### config.mk
export PLATFORM = sky130hd
export DESIGN_NAME = phy_rx_ctrl_flat
export DESIGN_NICKNAME = d
export VERILOG_FILES = /design/src/rtl/phy_rx_ctrl_if.sv /design/src/rtl/phy_rx_ctrl.sv /design/src/flat_wrapper.sv
export SDC_FILE = /design/constraint.sdc
export NUM_CORES = 1
export LEC_CHECK = 0
export ABC_AREA = 1
export ABC_CLOCK_PERIOD_IN_PS = 3000
export CAP_MARGIN = 10
export CORE_ASPECT_RATIO = 2
export CORE_MARGIN = 1.5
export CORE_UTILIZATION = 30
export DETAILED_ROUTE_END_ITERATION = 10
export DONT_BUFFER_PORTS = 1
export REMOVE_ABC_BUFFERS = 1
export SLEW_MARGIN = 40
export SYNTH_ARGS = -nofsm -noshare
export SYNTH_HDL_FRONTEND = slang
export SYNTH_SLANG_ARGS = --single-unit
### constraint.sdc
create_clock -name clk -period 3 [get_ports clk]
set_clock_uncertainty 0.2 [all_clocks]
set_input_delay 0 -clock clk [delete_from_list [all_inputs] [get_ports clk]]
set_output_delay 0 -clock clk [all_outputs]
set_load 0.01 [all_outputs]
### src/rtl/phy_rx_ctrl_if.sv
// Receive sequencer bundle: decoder bit stream and control in, symbol stream out.
// master = phy_rx_ctrl side, slave = decoder/PHY side.
interface phy_rx_ctrl_if;
  logic       phy_rx_en;
  logic       dec_out;
  logic       dec_out_en;
  logic       phy_bmc_decoder_clr;
  logic       phy_bmc_decoder_dis;
  logic [4:0] rx_sym;
  logic       rx_sym_vld;
  logic       rx_sop;
  logic       rx_eop;
  logic       rx_err;
  logic       rx_busy;

  modport master (
    input  phy_rx_en,
    input  dec_out,
    input  dec_out_en,
    output phy_bmc_decoder_clr,
    output phy_bmc_decoder_dis,
    output rx_sym,
    output rx_sym_vld,
    output rx_sop,
    output rx_eop,
    output rx_err,
    output rx_busy
  );

  modport slave (
    output phy_rx_en,
    output dec_out,
    output dec_out_en,
    input  phy_bmc_decoder_clr,
    input  phy_bmc_decoder_dis,
    input  rx_sym,
    input  rx_sym_vld,
    input  rx_sop,
    input  rx_eop,
    input  rx_err,
    input  rx_busy
  );
endinterface

### src/rtl/phy_rx_ctrl.sv
// Receive-side sequencer for phy_bmc_decoder: preamble hunt, SOP alignment,
// 5-bit symbol packing, EOP / timeout / overflow detection and decoder re-arm.
// Optional feature: define PHY_RX_SOP_TOLERANT_EN to accept an SOP with one
// mismatching symbol among symbols 2..3.
module phy_rx_ctrl #(
  parameter int unsigned PREAMBLE_MIN = 16,
  parameter logic [9:0]  IDLE_TIMEOUT = 10'd64,
  parameter logic [9:0]  MAX_SYM      = 10'd600
) (
  input logic           clk,
  input logic           rst_n,
  phy_rx_ctrl_if.master bus
);

  localparam logic [4:0] Sync1 = 5'b11000;
  localparam logic [4:0] Sync2 = 5'b10001;
  localparam logic [4:0] Eop   = 5'b01101;

  localparam int unsigned AltW = $clog2(PREAMBLE_MIN + 1);
  localparam logic [AltW-1:0] AltMax = AltW'(PREAMBLE_MIN);

`ifdef PHY_RX_SOP_TOLERANT_EN
  localparam bit SopTolerant = 1'b1;
`else
  localparam bit SopTolerant = 1'b0;
`endif

  typedef enum logic [1:0] {StIdle, StHunt, StSop, StData} state_e;

  state_e          state_q;
  logic            rx_en_q;
  logic [4:0]      sh_q;
  logic            prev_q;
  logic            prev_vld_q;
  logic [AltW-1:0] alt_cnt_q;
  logic [2:0]      bit_cnt_q;
  logic [1:0]      sym_idx_q;
  logic [9:0]      sym_cnt_q;
  logic [9:0]      idle_cnt_q;
  logic            mism_q;
  logic            clr_q;
  logic            dis_q;
  logic [4:0]      sym_q;
  logic            vld_q;
  logic            sop_q;
  logic            eop_q;
  logic            err_q;
  logic            busy_q;

  logic            bit_vld;
  logic [4:0]      sh_nxt;
  logic            sym_done;
  logic [9:0]      sym_cnt_inc;
  logic            idle_hit;
  logic [AltW-1:0] alt_nxt;
  logic [4:0]      exp_sym;
  logic            sym_ok;
  logic            sop_abort;
  logic            data_abort;
  logic            data_eop;

  // Per-bit decode: shifted value, alternation count and end-of-packet events.
  always_comb begin
    // A bit landing in the clear cycle belongs to the flushed decoder state.
    bit_vld     = bus.dec_out_en & ~clr_q;
    sh_nxt      = {bus.dec_out, sh_q[4:1]};
    sym_done    = bit_vld && (bit_cnt_q == 3'd4);
    sym_cnt_inc = sym_cnt_q + 10'd1;
    idle_hit    = !bit_vld && (idle_cnt_q == IDLE_TIMEOUT - 10'd1);

    // Once saturated the count holds, so the non-alternating Sync-1 bits
    // following the preamble do not disarm the hunt.
    if (!prev_vld_q) begin
      alt_nxt = AltW'(1);
    end else if (alt_cnt_q == AltMax) begin
      alt_nxt = AltMax;
    end else if (bus.dec_out != prev_q) begin
      alt_nxt = alt_cnt_q + AltW'(1);
    end else begin
      alt_nxt = '0;
    end

    exp_sym = (sym_idx_q == 2'd3) ? Sync2 : Sync1;
    sym_ok  = (sh_nxt == exp_sym) || (SopTolerant && (sym_idx_q >= 2'd2) && !mism_q);

    sop_abort  = (state_q == StSop) && ((sym_done && !sym_ok) || idle_hit);
    data_eop   = (state_q == StData) && sym_done && (sh_nxt == Eop);
    data_abort = (state_q == StData) &&
                 ((sym_done && (sh_nxt != Eop) && (sym_cnt_inc == MAX_SYM)) || idle_hit);
  end

  // Sequencer FSM with registered outputs; disable overrides everything.
  always_ff @(posedge clk or negedge rst_n) begin
    if (!rst_n) begin
      state_q    <= StIdle;
      rx_en_q    <= 1'b0;
      sh_q       <= '0;
      prev_q     <= 1'b0;
      prev_vld_q <= 1'b0;
      alt_cnt_q  <= '0;
      bit_cnt_q  <= '0;
      sym_idx_q  <= '0;
      sym_cnt_q  <= '0;
      idle_cnt_q <= '0;
      mism_q     <= 1'b0;
      clr_q      <= 1'b0;
      dis_q      <= 1'b1;
      sym_q      <= '0;
      vld_q      <= 1'b0;
      sop_q      <= 1'b0;
      eop_q      <= 1'b0;
      err_q      <= 1'b0;
      busy_q     <= 1'b0;
    end else begin
      rx_en_q <= bus.phy_rx_en;
      clr_q   <= 1'b0;
      vld_q   <= 1'b0;
      sop_q   <= 1'b0;
      eop_q   <= 1'b0;
      err_q   <= 1'b0;

      if ((state_q != StIdle) && !bus.phy_rx_en) begin
        // busy stays up for the rx_err cycle and drops in IDLE
        state_q <= StIdle;
        dis_q   <= 1'b1;
        err_q   <= (state_q == StSop) || (state_q == StData);
      end else begin
        unique case (state_q)
          StIdle: begin
            dis_q      <= 1'b1;
            busy_q     <= 1'b0;
            sh_q       <= '0;
            prev_vld_q <= 1'b0;
            alt_cnt_q  <= '0;
            bit_cnt_q  <= '0;
            sym_idx_q  <= '0;
            sym_cnt_q  <= '0;
            idle_cnt_q <= '0;
            mism_q     <= 1'b0;
            if (bus.phy_rx_en && !rx_en_q) begin
              clr_q   <= 1'b1;
              dis_q   <= 1'b0;
              state_q <= StHunt;
            end
          end

          StHunt: begin
            dis_q      <= 1'b0;
            busy_q     <= 1'b0;
            idle_cnt_q <= bit_vld ? 10'd0 : idle_cnt_q + 10'd1;
            if (bit_vld) begin
              sh_q       <= sh_nxt;
              prev_q     <= bus.dec_out;
              prev_vld_q <= 1'b1;
              alt_cnt_q  <= alt_nxt;
              if ((alt_nxt == AltMax) && (sh_nxt == Sync1)) begin
                state_q   <= StSop;
                busy_q    <= 1'b1;
                bit_cnt_q <= '0;
                sym_idx_q <= 2'd1;
                mism_q    <= 1'b0;
              end
            end else if (idle_hit) begin
              alt_cnt_q  <= '0;
              clr_q      <= 1'b1;
              sh_q       <= '0;
              bit_cnt_q  <= '0;
              idle_cnt_q <= '0;
              prev_vld_q <= 1'b0;
            end
          end

          StSop: begin
            idle_cnt_q <= bit_vld ? 10'd0 : idle_cnt_q + 10'd1;
            if (bit_vld) begin
              sh_q <= sh_nxt;
              if (sym_done) begin
                bit_cnt_q <= '0;
                sym_idx_q <= sym_idx_q + 2'd1;
                if (sh_nxt != exp_sym) begin
                  mism_q <= 1'b1;
                end
                if (sym_ok && (sym_idx_q == 2'd3)) begin
                  sop_q     <= 1'b1;
                  state_q   <= StData;
                  sym_cnt_q <= '0;
                end
              end else begin
                bit_cnt_q <= bit_cnt_q + 3'd1;
              end
            end
          end

          StData: begin
            idle_cnt_q <= bit_vld ? 10'd0 : idle_cnt_q + 10'd1;
            if (bit_vld) begin
              sh_q <= sh_nxt;
              if (sym_done) begin
                bit_cnt_q <= '0;
                sym_q     <= sh_nxt;
                vld_q     <= 1'b1;
                sym_cnt_q <= sym_cnt_inc;
              end else begin
                bit_cnt_q <= bit_cnt_q + 3'd1;
              end
            end
          end

          default: state_q <= StIdle;
        endcase

        // Packet end or abort: pulse, flush the decoder and resume hunting.
        if (sop_abort || data_abort || data_eop) begin
          err_q      <= sop_abort || data_abort;
          eop_q      <= data_eop;
          clr_q      <= 1'b1;
          state_q    <= StHunt;
          sh_q       <= '0;
          bit_cnt_q  <= '0;
          idle_cnt_q <= '0;
          alt_cnt_q  <= '0;
          prev_vld_q <= 1'b0;
        end
      end
    end
  end

  assign bus.phy_bmc_decoder_clr = clr_q;
  assign bus.phy_bmc_decoder_dis = dis_q;
  assign bus.rx_sym              = sym_q;
  assign bus.rx_sym_vld          = vld_q;
  assign bus.rx_sop              = sop_q;
  assign bus.rx_eop              = eop_q;
  assign bus.rx_err              = err_q;
  assign bus.rx_busy             = busy_q;

endmodule
### src/flat_wrapper.sv
// flat-port wrapper written by rule: the top's interface ports become plain ports
module phy_rx_ctrl_flat 
#(
  parameter int unsigned PREAMBLE_MIN = 16,
  parameter logic [9:0]  IDLE_TIMEOUT = 10'd64,
  parameter logic [9:0]  MAX_SYM      = 10'd600
)
  (clk, rst_n, bus_phy_rx_en, bus_dec_out, bus_dec_out_en, bus_phy_bmc_decoder_clr, bus_phy_bmc_decoder_dis, bus_rx_sym, bus_rx_sym_vld, bus_rx_sop, bus_rx_eop, bus_rx_err, bus_rx_busy);
  phy_rx_ctrl_if bus_i ();
  input logic clk;
  input logic rst_n;
  input wire logic [$bits(bus_i.phy_rx_en)-1:0] bus_phy_rx_en;
  input wire logic [$bits(bus_i.dec_out)-1:0] bus_dec_out;
  input wire logic [$bits(bus_i.dec_out_en)-1:0] bus_dec_out_en;
  output wire logic [$bits(bus_i.phy_bmc_decoder_clr)-1:0] bus_phy_bmc_decoder_clr;
  output wire logic [$bits(bus_i.phy_bmc_decoder_dis)-1:0] bus_phy_bmc_decoder_dis;
  output wire logic [$bits(bus_i.rx_sym)-1:0] bus_rx_sym;
  output wire logic [$bits(bus_i.rx_sym_vld)-1:0] bus_rx_sym_vld;
  output wire logic [$bits(bus_i.rx_sop)-1:0] bus_rx_sop;
  output wire logic [$bits(bus_i.rx_eop)-1:0] bus_rx_eop;
  output wire logic [$bits(bus_i.rx_err)-1:0] bus_rx_err;
  output wire logic [$bits(bus_i.rx_busy)-1:0] bus_rx_busy;
  assign bus_i.phy_rx_en = bus_phy_rx_en;
  assign bus_i.dec_out = bus_dec_out;
  assign bus_i.dec_out_en = bus_dec_out_en;
  assign bus_phy_bmc_decoder_clr = bus_i.phy_bmc_decoder_clr;
  assign bus_phy_bmc_decoder_dis = bus_i.phy_bmc_decoder_dis;
  assign bus_rx_sym = bus_i.rx_sym;
  assign bus_rx_sym_vld = bus_i.rx_sym_vld;
  assign bus_rx_sop = bus_i.rx_sop;
  assign bus_rx_eop = bus_i.rx_eop;
  assign bus_rx_err = bus_i.rx_err;
  assign bus_rx_busy = bus_i.rx_busy;
  phy_rx_ctrl #(.PREAMBLE_MIN(PREAMBLE_MIN), .IDLE_TIMEOUT(IDLE_TIMEOUT), .MAX_SYM(MAX_SYM)) u_core (.clk(clk), .rst_n(rst_n), .bus(bus_i));
endmodule
==> results.md, run 1 <==
* Sw Ratio at 0.427
* Initial Util at 0.305
* # port buffers at 0
* Clock network fraction of design power at 0.224
* Layout cell share with drive strength beyond 1 at 0.101
* Max Root-Sink Buffers at 2
* Synth area leaders: dfrtp_1, nand2_1, inv_1
* MaxCap Viol Count at 0
* Clock Tree Root: clkbuf_16
* Global-route wire length before repair at 12800 um
* WHS at 0.00963 ns
* Flops & latches, synth at 51
* Cell variety after synth at 37
* Worst slew margin at 0.729
* Post-synth EDFFs at 0
* Vias at 2624
* CTS tree: yes
* Routed WL per cell at 14.3 um
* Sequential fraction of the synthesis area at 0.418
* Post-layout minimum cycle time at 2.47 ns
* Share of flip-flops with an asynchronous set or reset at 1.00
* ANT nets after route at 0
* Num Clock Sinks at 51
* DIE HEIGHT at 146 um
* CTS Buf Count at 5
* Period utilization at 0.825
* Ys Warns at 0
* Largest net degree at the start of global routing at 52
* Filler cells at 1101
* Worst skew pair latency at 0.30 ns
* Synth Cell Area at 3060 sq um
* CTS H-tree depth at 2
* Total congestion overflow at 0
* RSZ-0062 raised after global routing: no
* Proportion of netlist area held by the largest area contributor at 0.409
* Setup Viol. Count Final at 0
* Residual DRC count at 0
* Leak at 0.00159 uW
* Final Cell Area at 3450 sq um
* Hold crit path type: in -> async
* GRT Total Usage at 0.155
* Die area at 10800 sq um
* Final Hold Vio Count at 0
* Cells after Synth at 393
* Reg clk slew, reported paths at 0.07 ns
* Crit Path Class: reg -> reg
* Avg Inst Size Synth at 7.78 sq um
* Power per cell area at 785 nW/um^2
* DRT iter0 DRCs at 159
* Sw power at 1160 uW
* Nets at 422
* Sequential share of power at 0.362
* Vias in the first global route at 2764
* WP data required at 3.01 ns
* Setup TNS at 0 ns
* Core area at 10000 sq um
* Post-synth top area cell: dfrtp_1
* Max VDD drop at 0.000293 V
* Initial antenna violation count at 0
* I/O pins at 17
* Die Wd at 74.4 um
* TritonRoute pass-1 iters at 4
* Via/cell ratio at 4.86
* Setup crit start kind: register
* Final Slew Violations at 0
* Ys flop type: dfrtp_1
* Combinational power share at 0.413
* Crit-path max FO at 12
* Placed Area at 3230 sq um
* Critical Path End Type: register
* Antenna diodes at 0
* Int Pwr at 1550 uW
* DP Wirelength at 6040 um
* Critical Path AT at 2.48 ns
* Fmax at 404 MHz
* Gpl congestion at 0.983
* FP Rows at 52
* Tightest Pin Transition at 0.402 ns
* Area growth from synthesis to final layout at 12.9%
* Outcome: finished, final reports clean
* Routed WL at 7720 um
[worst max-delay path, cell delays in order, from the launching register on]
cell and delay, ns:
dfrtp_1 0.41, inv_1 0.15, ha_1 0.35, nor2_1 0.11, buf_4 0.20, a221oi_1 0.23
a21boi_2 0.33, nand2_1 0.18, o31ai_1 0.22
[cell usage after synthesis (6+ instances only)]
cell type  number
nand2_1        98
inv_1          52
dfrtp_1        50
nand3_1        37
nor2_1         32
o21ai_0        30
ha_1           13
o21ai_2         8
xor2_1          8
nand4_1         7
a21oi_1         6
nor3_1          6
[cells in the final DEF, fill, tap and decap left out, drive strengths merged, types with 7 or more instances in the layout]
master / Yosys / routed
nand2: 103 / 103
inv: 54 / 54
dfrtp: 50 / 50
nand3: 41 / 41
nor2: 38 / 38
o21ai: 38 / 38
ha: 13 / 13
xor2: 8 / 8
clkbuf: 3 / 8
nand4: 7 / 7
a21oi: 7 / 7
[state kept, by name, indices dropped and copies added (netlist names), 2 cells and up]
name,count
u_core.sh_q,4
u_core.bit_cnt_q,3
u_core.sym_idx_q,2
u_core.state_q,2
u_core.idle_cnt_q,10
u_core.sym_cnt_q,10
u_core.alt_cnt_q,5
u_core.bus.rx_sym,5
[cell type report]
| cell class | count | area [sq um] | area share |
|---|---|---|---|
| multi-input cells | 283 | 1550 | 0.449 |
| clock buffers | 8 | 156 | 0.0453 |
| flip-flops and latches | 51 | 1280 | 0.370 |
| repair buffers | 9 | 97.6 | 0.0283 |
| well taps | 135 | 169 | 0.0489 |
| inverters | 54 | 203 | 0.0587 |
[power groups by stage]
stage / clock network (uW) / registers [uW] / logic [uW]
CTS: 630 / 982 / 1130
floorplan: 0 / 955 / 815
global route: 656 / 1000 / 1260
detailed placement: 0 / 996 / 1100
global placement: 0 / 988 / 1080
finish: 608 / 982 / 1120
[cell families (layout without fill, tap and decap cells)]
kind of cell,Yosys count,count (layout),share of synthesized area
fa+ha+maj,13,13,0.0532
xor+xnor,11,11,0.0315
compound gates,57,57,0.114
buf+inv,59,71,0.0753
flops,51,51,0.418
simple gates,202,202,0.309
[repair_timing]
item                                   CTS  global route
resized for setup                        0             0
buffers inserted                         0             0
endpoints found under the hold margin   74             0
hold buffers                             5             0
[stage by stage]
step                 util  instances  worst slack [ns]  total power [uW]
floorplan               -        388             0.559              1770
global placement    0.322        527             0.653              2070
detailed placement  0.322        527             0.565              2090
CTS                 0.345        540             0.538              2740
global route        0.345        540             0.296              2920
finish              0.345        540             0.526              2710
[metal layers]
metal	share of wire	wire length, um	track usage	vias to the layer above
met1	0.34	2590	0.140	1257
met5	0	0	0	-
li1	-	-	-	1298
met4	0.061	471	0.103	0
met2	0.58	4440	0.293	41
met3	0.027	212	0.0263	28
[path summary, 6_finish.rpt]
| check | start | endpoint | slack [ns] | cells past startpoint |
|---|---|---|---|---|
| min in group clk | bus_dec_out | u_core.bit_cnt_q[0] | 0.06 | 6 |
| max in group asynchronous | rst_n | u_core.bus.phy_bmc_decoder_dis | 2.32 | 2 |
| min reg2reg | u_core.sym_idx_q[1] | u_core.sym_idx_q[1] | 0.30 | 2 |
| max | u_core.state_q[1] | u_core.sym_cnt_q[2] | 0.53 | 8 |
| max reg2reg | u_core.state_q[1] | u_core.sym_cnt_q[2] | 0.53 | 8 |
| min | rst_n | u_core.bit_cnt_q[0] | 0.01 | 2 |
(Power assumes the default switching activity.)
==> run 2, diff against run 1 <==
--- a/config.mk
+++ b/config.mk
@@ -6,7 +6,7 @@
 export NUM_CORES = 1
 export LEC_CHECK = 0
 export ABC_AREA = 1
-export ABC_CLOCK_PERIOD_IN_PS = 3000
+export ABC_CLOCK_PERIOD_IN_PS = 2300
 export CAP_MARGIN = 10
 export CORE_ASPECT_RATIO = 2
 export CORE_MARGIN = 1.5
==> constraint.sdc (replaced) <==
create_clock -name clk -period 2.3 [get_ports clk]
set_clock_uncertainty 0.2 [all_clocks]
set_input_delay 0 -clock clk [delete_from_list [all_inputs] [get_ports clk]]
set_output_delay 0 -clock clk [all_outputs]
set_load 0.01 [all_outputs]
==> run 2 against run 1 <==
Final cell count is 4.3% higher; first-iteration DRC count is 2.5% lower; register-to-register slack worse by 0.40 ns; global-route usage is 0.090 points higher; critical path depth is 5 higher; combinational power is 63% higher; fmax is 14% higher; power is 44% higher; core utilization is 3.7 points higher; routed wire length is 2.4% higher; critical path type unchanged; largest power group unchanged; highest routed layer unchanged.
==> results.md, run 2 (synthesized netlist as in run 1, its figures left out) <==
* # port buffers at 0 (unchanged)
* Area occupied by multi-input gates at 1720 sq um (was 1550 sq um)
* Filler cells at 1052 (was 1101)
* Fmax at 459 MHz (was 404 MHz)
* Global-route wire length before repair at 13000 um (was 12800 um)
* Total congestion overflow at 0 (unchanged)
* Final Hold Vio Count at 0 (unchanged)
* Leak at 0.00171 uW (was 0.00159 uW)
* Largest regs: u_core.idle_cnt_q: 10 flops, u_core.sym_cnt_q: 10 flops (unchanged)
* Final Slew Violations at 0 (unchanged)
* Die area at 10800 sq um (unchanged)
* Initial antenna violation count at 0 (unchanged)
* Vias at 2681 (was 2624)
* WHS at 0.0233 ns (was 0.00963 ns)
* Power per cell area at 1020 nW/um^2 (was 785 nW/um^2)
* DRT iter0 DRCs at 155 (was 159)
* Num Clock Sinks at 51 (unchanged)
* Post-Place Setup Slack at 0.0625 ns (was 0.565 ns)
* Max VDD drop at 0.000443 V (was 0.000293 V)
* Initial Util at 0.305 (unchanged)
* TritonRoute pass-1 iters at 4 (unchanged)
* Routed WL at 7900 um (was 7720 um)
* Setup Viol. Count Final at 0 (unchanged)
* Commonest non-fill, non-tap cell in the layout: nand2_1 (unchanged)
* Die Wd at 74.4 um (unchanged)
* Layout cell share with drive strength beyond 1 at 0.241 (was 0.101)
* CTS H-tree depth at 2 (unchanged)
* Reg clk slew, reported paths at 0.07 ns (about the same)
* Most frequent cells in the layout: nand2_1, dfrtp_1, inv_1 (was nand2_1, inv_1, dfrtp_1)
* CTS tree: yes (unchanged)
* Clock Tree Root: clkbuf_16 (unchanged)
* Routed WL per cell at 14.0 um (was 14.3 um)
* GRT Total Usage at 0.156 (was 0.155)
* Outcome: finished, final reports clean (unchanged)
* PnR worst setup slack at 0.122 ns (was 0.526 ns)
* Hold crit path type: in -> async (unchanged)
* Via/cell ratio at 4.76 (was 4.86)
* Post-layout util at 0.382 (was 0.345)
* RSZ-0062 raised after global routing: yes (was no)
* Worst slew margin at 0.741 (was 0.729)
* Crit-path max FO at 7 (was 12)
* Worst skew pair latency at 0.29 ns (was 0.30 ns)
* DIE HEIGHT at 146 um (unchanged)
* Area growth from synthesis to final layout at 25.2% (was 12.9%)
* Crit Path Class: reg -> reg (unchanged)
* R2R setup slack at 0.12 ns (was 0.53 ns)
* Setup TNS at 0 ns (unchanged)
* Critical Path End Type: register (unchanged)
* Nets at 445 (was 422)
* Tightest Pin Transition at 0.388 ns (was 0.402 ns)
* I/O pins at 17 (unchanged)
* Max Root-Sink Buffers at 2 (unchanged)
* Storage element area at 1280 sq um (about the same)
* Critical Path AT at 2.19 ns (was 2.48 ns)
* Core area at 10000 sq um (unchanged)
* DP Wirelength at 5910 um (was 6040 um)
* MaxCap Viol Count at 0 (unchanged)
* Setup crit start kind: register (unchanged)
* Gpl congestion at 0.921 (was 0.983)
* Antenna diodes at 0 (unchanged)
* Post-layout minimum cycle time at 2.18 ns (was 2.47 ns)
* Residual DRC count at 0 (unchanged)
* Vias in the first global route at 2736 (was 2764)
* Total power at 3910 uW (was 2710 uW)
* FP Rows at 52 (unchanged)
* WP data required at 2.32 ns (was 3.01 ns)
* Period utilization at 0.947 (was 0.825)
* CTS Buf Count at 5 (unchanged)
* ANT nets after route at 0 (unchanged)
* Largest net degree at the start of global routing at 52 (unchanged)
run 2: cell types whose count changed in the layout (fill, tap and decap cells not counted), sizes merged:
cell / before / now
clkinvlp: 0 / 1
nand3: 41 / 42
buf: 5 / 28
clkbuf: 8 / 7
dlygate4sd3: 4 / 3
run 2: where the power goes:
group	total (uW)	switching [uW]	internal [uW]
Clock	795	332	463
Sequential	1280	190	1090
Combinational	1830	1120	705
run 2: layer usage:
metal,track usage,vias up,part of all wire
met3,0.0215,24,0.022
met4,0.0918,0,0.048
met1,0.157,1271,0.35
li1,-,1341,-
met2,0.288,45,0.58
met5,0,-,0
run 2: final cells by class:
cell class	instances	area share
multi-input combinational	284	0.449
sequential	51	0.334
timing repair buffer	31	0.0775
inverter	54	0.0536
tap	135	0.0441
clock buffer	7	0.0399
clock inverter	1	0.00196
run 2: worst paths after layout:
path                       cells after the start                 from                        endpoint
min                                            2                rst_n             u_core.sym_cnt_q[2]
max                                           13  u_core.sym_cnt_q[1]            u_core.idle_cnt_q[3]
max reg2reg                                   13  u_core.sym_cnt_q[1]            u_core.idle_cnt_q[3]
max in group asynchronous                      2                rst_n  u_core.bus.phy_bmc_decoder_dis
min in group clk                               7          bus_dec_out               u_core.bus.rx_err
min reg2reg                                    2  u_core.sym_idx_q[1]             u_core.sym_idx_q[1]
run 2: critical path, cell delays in order (launching register included):
cell	delay, ns
dfrtp_1	0.42
ha_4	0.21
nand3_4	0.10
inv_2	0.07
nand3_1	0.09
nand2_2	0.10
nor2_1	0.04
nand4_1	0.09
nand2_1	0.08
nand2_2	0.10
nand3_4	0.13
nor2_8	0.18
nand3_4	0.15
o21ai_2	0.15
run 2: per-stage QoR:
step	cells	instance area, sq um
4_1_cts	556	3600
3_5_place_dp	544	3380
6_report	563	3830
5_1_grt	563	3830
3_3_place_gp	544	3380
2_1_floorplan	388	3030
run 2: timing repair:
| action | 4_1_cts | 5_1_grt |
|---|---|---|
| hold endpoints to repair | 74 | 0 |
| buffers inserted | 0 | 6 |
| resized for setup | 0 | 62 |
| setup endpoints to repair | 0 | 29 |
| hold buffers | 4 | 0 |
==> run 3, diff against run 2 <==
--- a/config.mk
+++ b/config.mk
@@ -6,7 +6,7 @@
 export NUM_CORES = 1
 export LEC_CHECK = 0
 export ABC_AREA = 1
-export ABC_CLOCK_PERIOD_IN_PS = 2300
+export ABC_CLOCK_PERIOD_IN_PS = 1900
 export CAP_MARGIN = 10
 export CORE_ASPECT_RATIO = 2
 export CORE_MARGIN = 1.5
==> constraint.sdc (replaced) <==
create_clock -name clk -period 1.9 [get_ports clk]
set_clock_uncertainty 0.2 [all_clocks]
set_input_delay 0 -clock clk [delete_from_list [all_inputs] [get_ports clk]]
set_output_delay 0 -clock clk [all_outputs]
set_load 0.01 [all_outputs]
==> run 3 against run 2 <==
The run now ends with setup timing left; sequential share of layout area is 6.7 points lower; die area unchanged; combinational power up 91%; cell area grew 25%; sequential power rose by 20%; core utilization grew 9.6 points; setup slack worse by 0.39 ns; register-to-register slack got worse by 0.39 ns.
==> results.md, run 3 (synthesized netlist as in run 1, its figures left out) <==
* # port buffers at 0 (unchanged)
* Vias in the first global route at 3308 (was 2736)
* Post-layout util at 0.478 (was 0.382)
* Int Pwr at 3460 uW (was 2260 uW)
* Critical Path End Type: register (unchanged)
* CTS H-tree depth at 2 (unchanged)
* Sequential share of power at 0.258 (was 0.328)
* Clock network fraction of design power at 0.153 (was 0.204)
* Initial antenna violation count at 0 (unchanged)
* Sw Ratio at 0.419 (was 0.421)
* Non-Filler Instances at 650 (was 563)
* Setup Viol. Count Final at 39 (was 0)
* Die Wd at 74.4 um (unchanged)
* Max VDD drop at 0.000681 V (was 0.000443 V)
* Worst skew pair latency at 0.30 ns (was 0.29 ns)
* DP Wirelength at 6490 um (was 5910 um)
* CTS tree: yes (unchanged)
* Leak at 0.00219 uW (was 0.00171 uW)
* Dpl cells at 602 (was 544)
* Placed Area at 3790 sq um (was 3380 sq um)
* Sw power at 2490 uW (was 1650 uW)
* Global-route wire length before repair at 14900 um (was 13000 um)
* Via/cell ratio at 4.88 (was 4.76)
* Crit Path Class: reg -> reg (unchanged)
* Tightest Pin Transition at 0.368 ns (was 0.388 ns)
* Nets at 533 (was 445)
* FP Rows at 52 (unchanged)
* Gpl congestion at 0.911 (was 0.921)
* Core area at 10000 sq um (unchanged)
* Post-layout minimum cycle time at 2.17 ns (was 2.18 ns)
* GRT Total Usage at 0.179 (was 0.156)
* I/O pins at 17 (unchanged)
* Clock Tree Root: clkbuf_16 (unchanged)
* RSZ-0062 raised after global routing: yes (unchanged)
* Antenna diodes at 0 (unchanged)
* DRT iter0 DRCs at 215 (was 155)
* PnR worst setup slack at -0.273 ns (was 0.122 ns)
* MaxCap Viol Count at 0 (unchanged)
* Final Cell Area at 4790 sq um (was 3830 sq um)
* Most frequent cells in the layout: buf_4, nand2_1, dfrtp_1 (was nand2_1, dfrtp_1, inv_1)
* TritonRoute pass-1 iters at 4 (unchanged)
* Routed WL per cell at 14.8 um (was 14.0 um)
* WHS at 0.0228 ns (was 0.0233 ns)
* CTS Buf Count at 5 (unchanged)
* Outcome: finished, violations left (was finished, final reports clean)
* Period utilization at 1.14 (was 0.947)
* Combinational power share at 0.589 (was 0.468)
* Crit-path max FO at 4 (was 7)
* Layout cell share with drive strength beyond 1 at 0.489 (was 0.241)
* Reg clk slew, reported paths at 0.07 ns (about the same)
* Area growth from synthesis to final layout at 56.6% (was 25.2%)
* Total congestion overflow at 0 (unchanged)
* Critical Path AT at 2.16 ns (was 2.19 ns)
* Vias at 3169 (was 2681)
* Setup crit start kind: register (unchanged)
* Num Clock Sinks at 51 (unchanged)
* Initial Util at 0.305 (unchanged)
* Filler cells at 965 (was 1052)
* Hold crit path type: in -> async (unchanged)
* Commonest non-fill, non-tap cell in the layout: buf_4 (was nand2_1)
* Worst slew margin at 0.753 (was 0.741)
* Fmax at 460 MHz (was 459 MHz)
* DIE HEIGHT at 146 um (unchanged)
* Residual DRC count at 0 (unchanged)
* Final Hold Vio Count at 0 (unchanged)
* Die area at 10800 sq um (unchanged)
* ANT nets after route at 0 (unchanged)
* Largest net degree at the start of global routing at 52 (unchanged)
* Power per cell area at 1240 nW/um^2 (was 1020 nW/um^2)
* Failing checks: setup timing
* Routed WL at 9650 um (was 7900 um)
* WP data required at 1.88 ns (was 2.32 ns)
* Max Root-Sink Buffers at 2 (unchanged)
* Final Slew Violations at 0 (unchanged)
* Largest regs: u_core.idle_cnt_q: 10 flops, u_core.sym_cnt_q: 10 flops (unchanged)
-- run 3: cell count changes in the layout (fill, tap and decap cells not counted), moves of 7 or more --
cell	delta
nand3_1	-9
nand3_2	+10
nand2_1	-12
inv_2	+7
buf_4	+79
o21ai_0	-16
nand2_2	+9
inv_1	-8
buf_6	+10
o21ai_1	+8
nor2_1	-9
o21ai_2	+8
-- run 3: per-layer routing --
layer  vias to the layer above  track usage  share of wire
li1                       1528            -              -
met1                      1527        0.164           0.32
met2                        78        0.341           0.59
met3                        36       0.0249          0.029
met4                         0        0.111          0.057
met5                         -            0              0
-- run 3: path summary, 6_finish.rpt --
check / cells after the start / to / startpoint / slack, ns
max in group asynchronous: 2 / u_core.bus.phy_bmc_decoder_dis / rst_n / 1.20
max reg2reg: 16 / u_core.bit_cnt_q[0] / u_core.sym_cnt_q[1] / -0.27
min reg2reg: 2 / u_core.sh_q[1] / u_core.sh_q[1] / 0.30
min in group clk: 7 / u_core.bus.rx_err / bus_dec_out / 0.06
max: 16 / u_core.bit_cnt_q[0] / u_core.sym_cnt_q[1] / -0.27
min: 2 / u_core.sym_cnt_q[1] / rst_n / 0.02
-- run 3: area by class of cell --
cell class,count,area (sq um),share of cell area
Clock buffer,6,139,0.0290
Clock inverter,1,5.00,0.00104
Inverter,54,208,0.0434
Multi-Input combinational cell,284,2020,0.422
Sequential cell,51,1280,0.267
Tap cell,135,169,0.0353
Timing Repair Buffer,119,967,0.202
-- run 3: what timing repair did --
action,4_1_cts,5_1_grt
hold buffers,4,0
endpoints found under the hold margin,65,0
cloned,2,1
pin swaps,19,29
buffers inserted,23,12
resized for setup,81,85
endpoints found under the setup margin,48,49
-- run 3: worst max-delay path, stage by stage (launching register included) --
cell and delay (ns):
dfrtp_1 0.42, buf_6 0.14, inv_2 0.04, nor2_4 0.18, nand2_2 0.08, nand2_2 0.07, nand2_2 0.06, nor2_2 0.11
nand4_1 0.08, nand2_1 0.08, nand2_2 0.08, nand4_1 0.10, nand2_2 0.12, inv_4 0.12, nand2_4 0.06, nand2_1 0.07
nand2_2 0.05
-- run 3: stage by stage --
step,setup slack [ns],power [uW],setup TNS (ns)
floorplan,-0.541,2790,-16.81
global placement,-0.336,3890,-10.13
detailed placement,-0.369,3940,-11.51
CTS,-0.227,5420,-5.62
global route,-0.393,6340,-11.67
finish,-0.273,5950,-6.67
-- run 3: power by group through the flow --
stage,Clock (uW),Combinational [uW],Sequential (uW)
6_report,910,3500,1540
5_1_grt,969,3800,1570
4_1_cts,932,2970,1520
3_5_place_dp,0,2410,1530
3_3_place_gp,0,2370,1520
2_1_floorplan,0,1290,1510
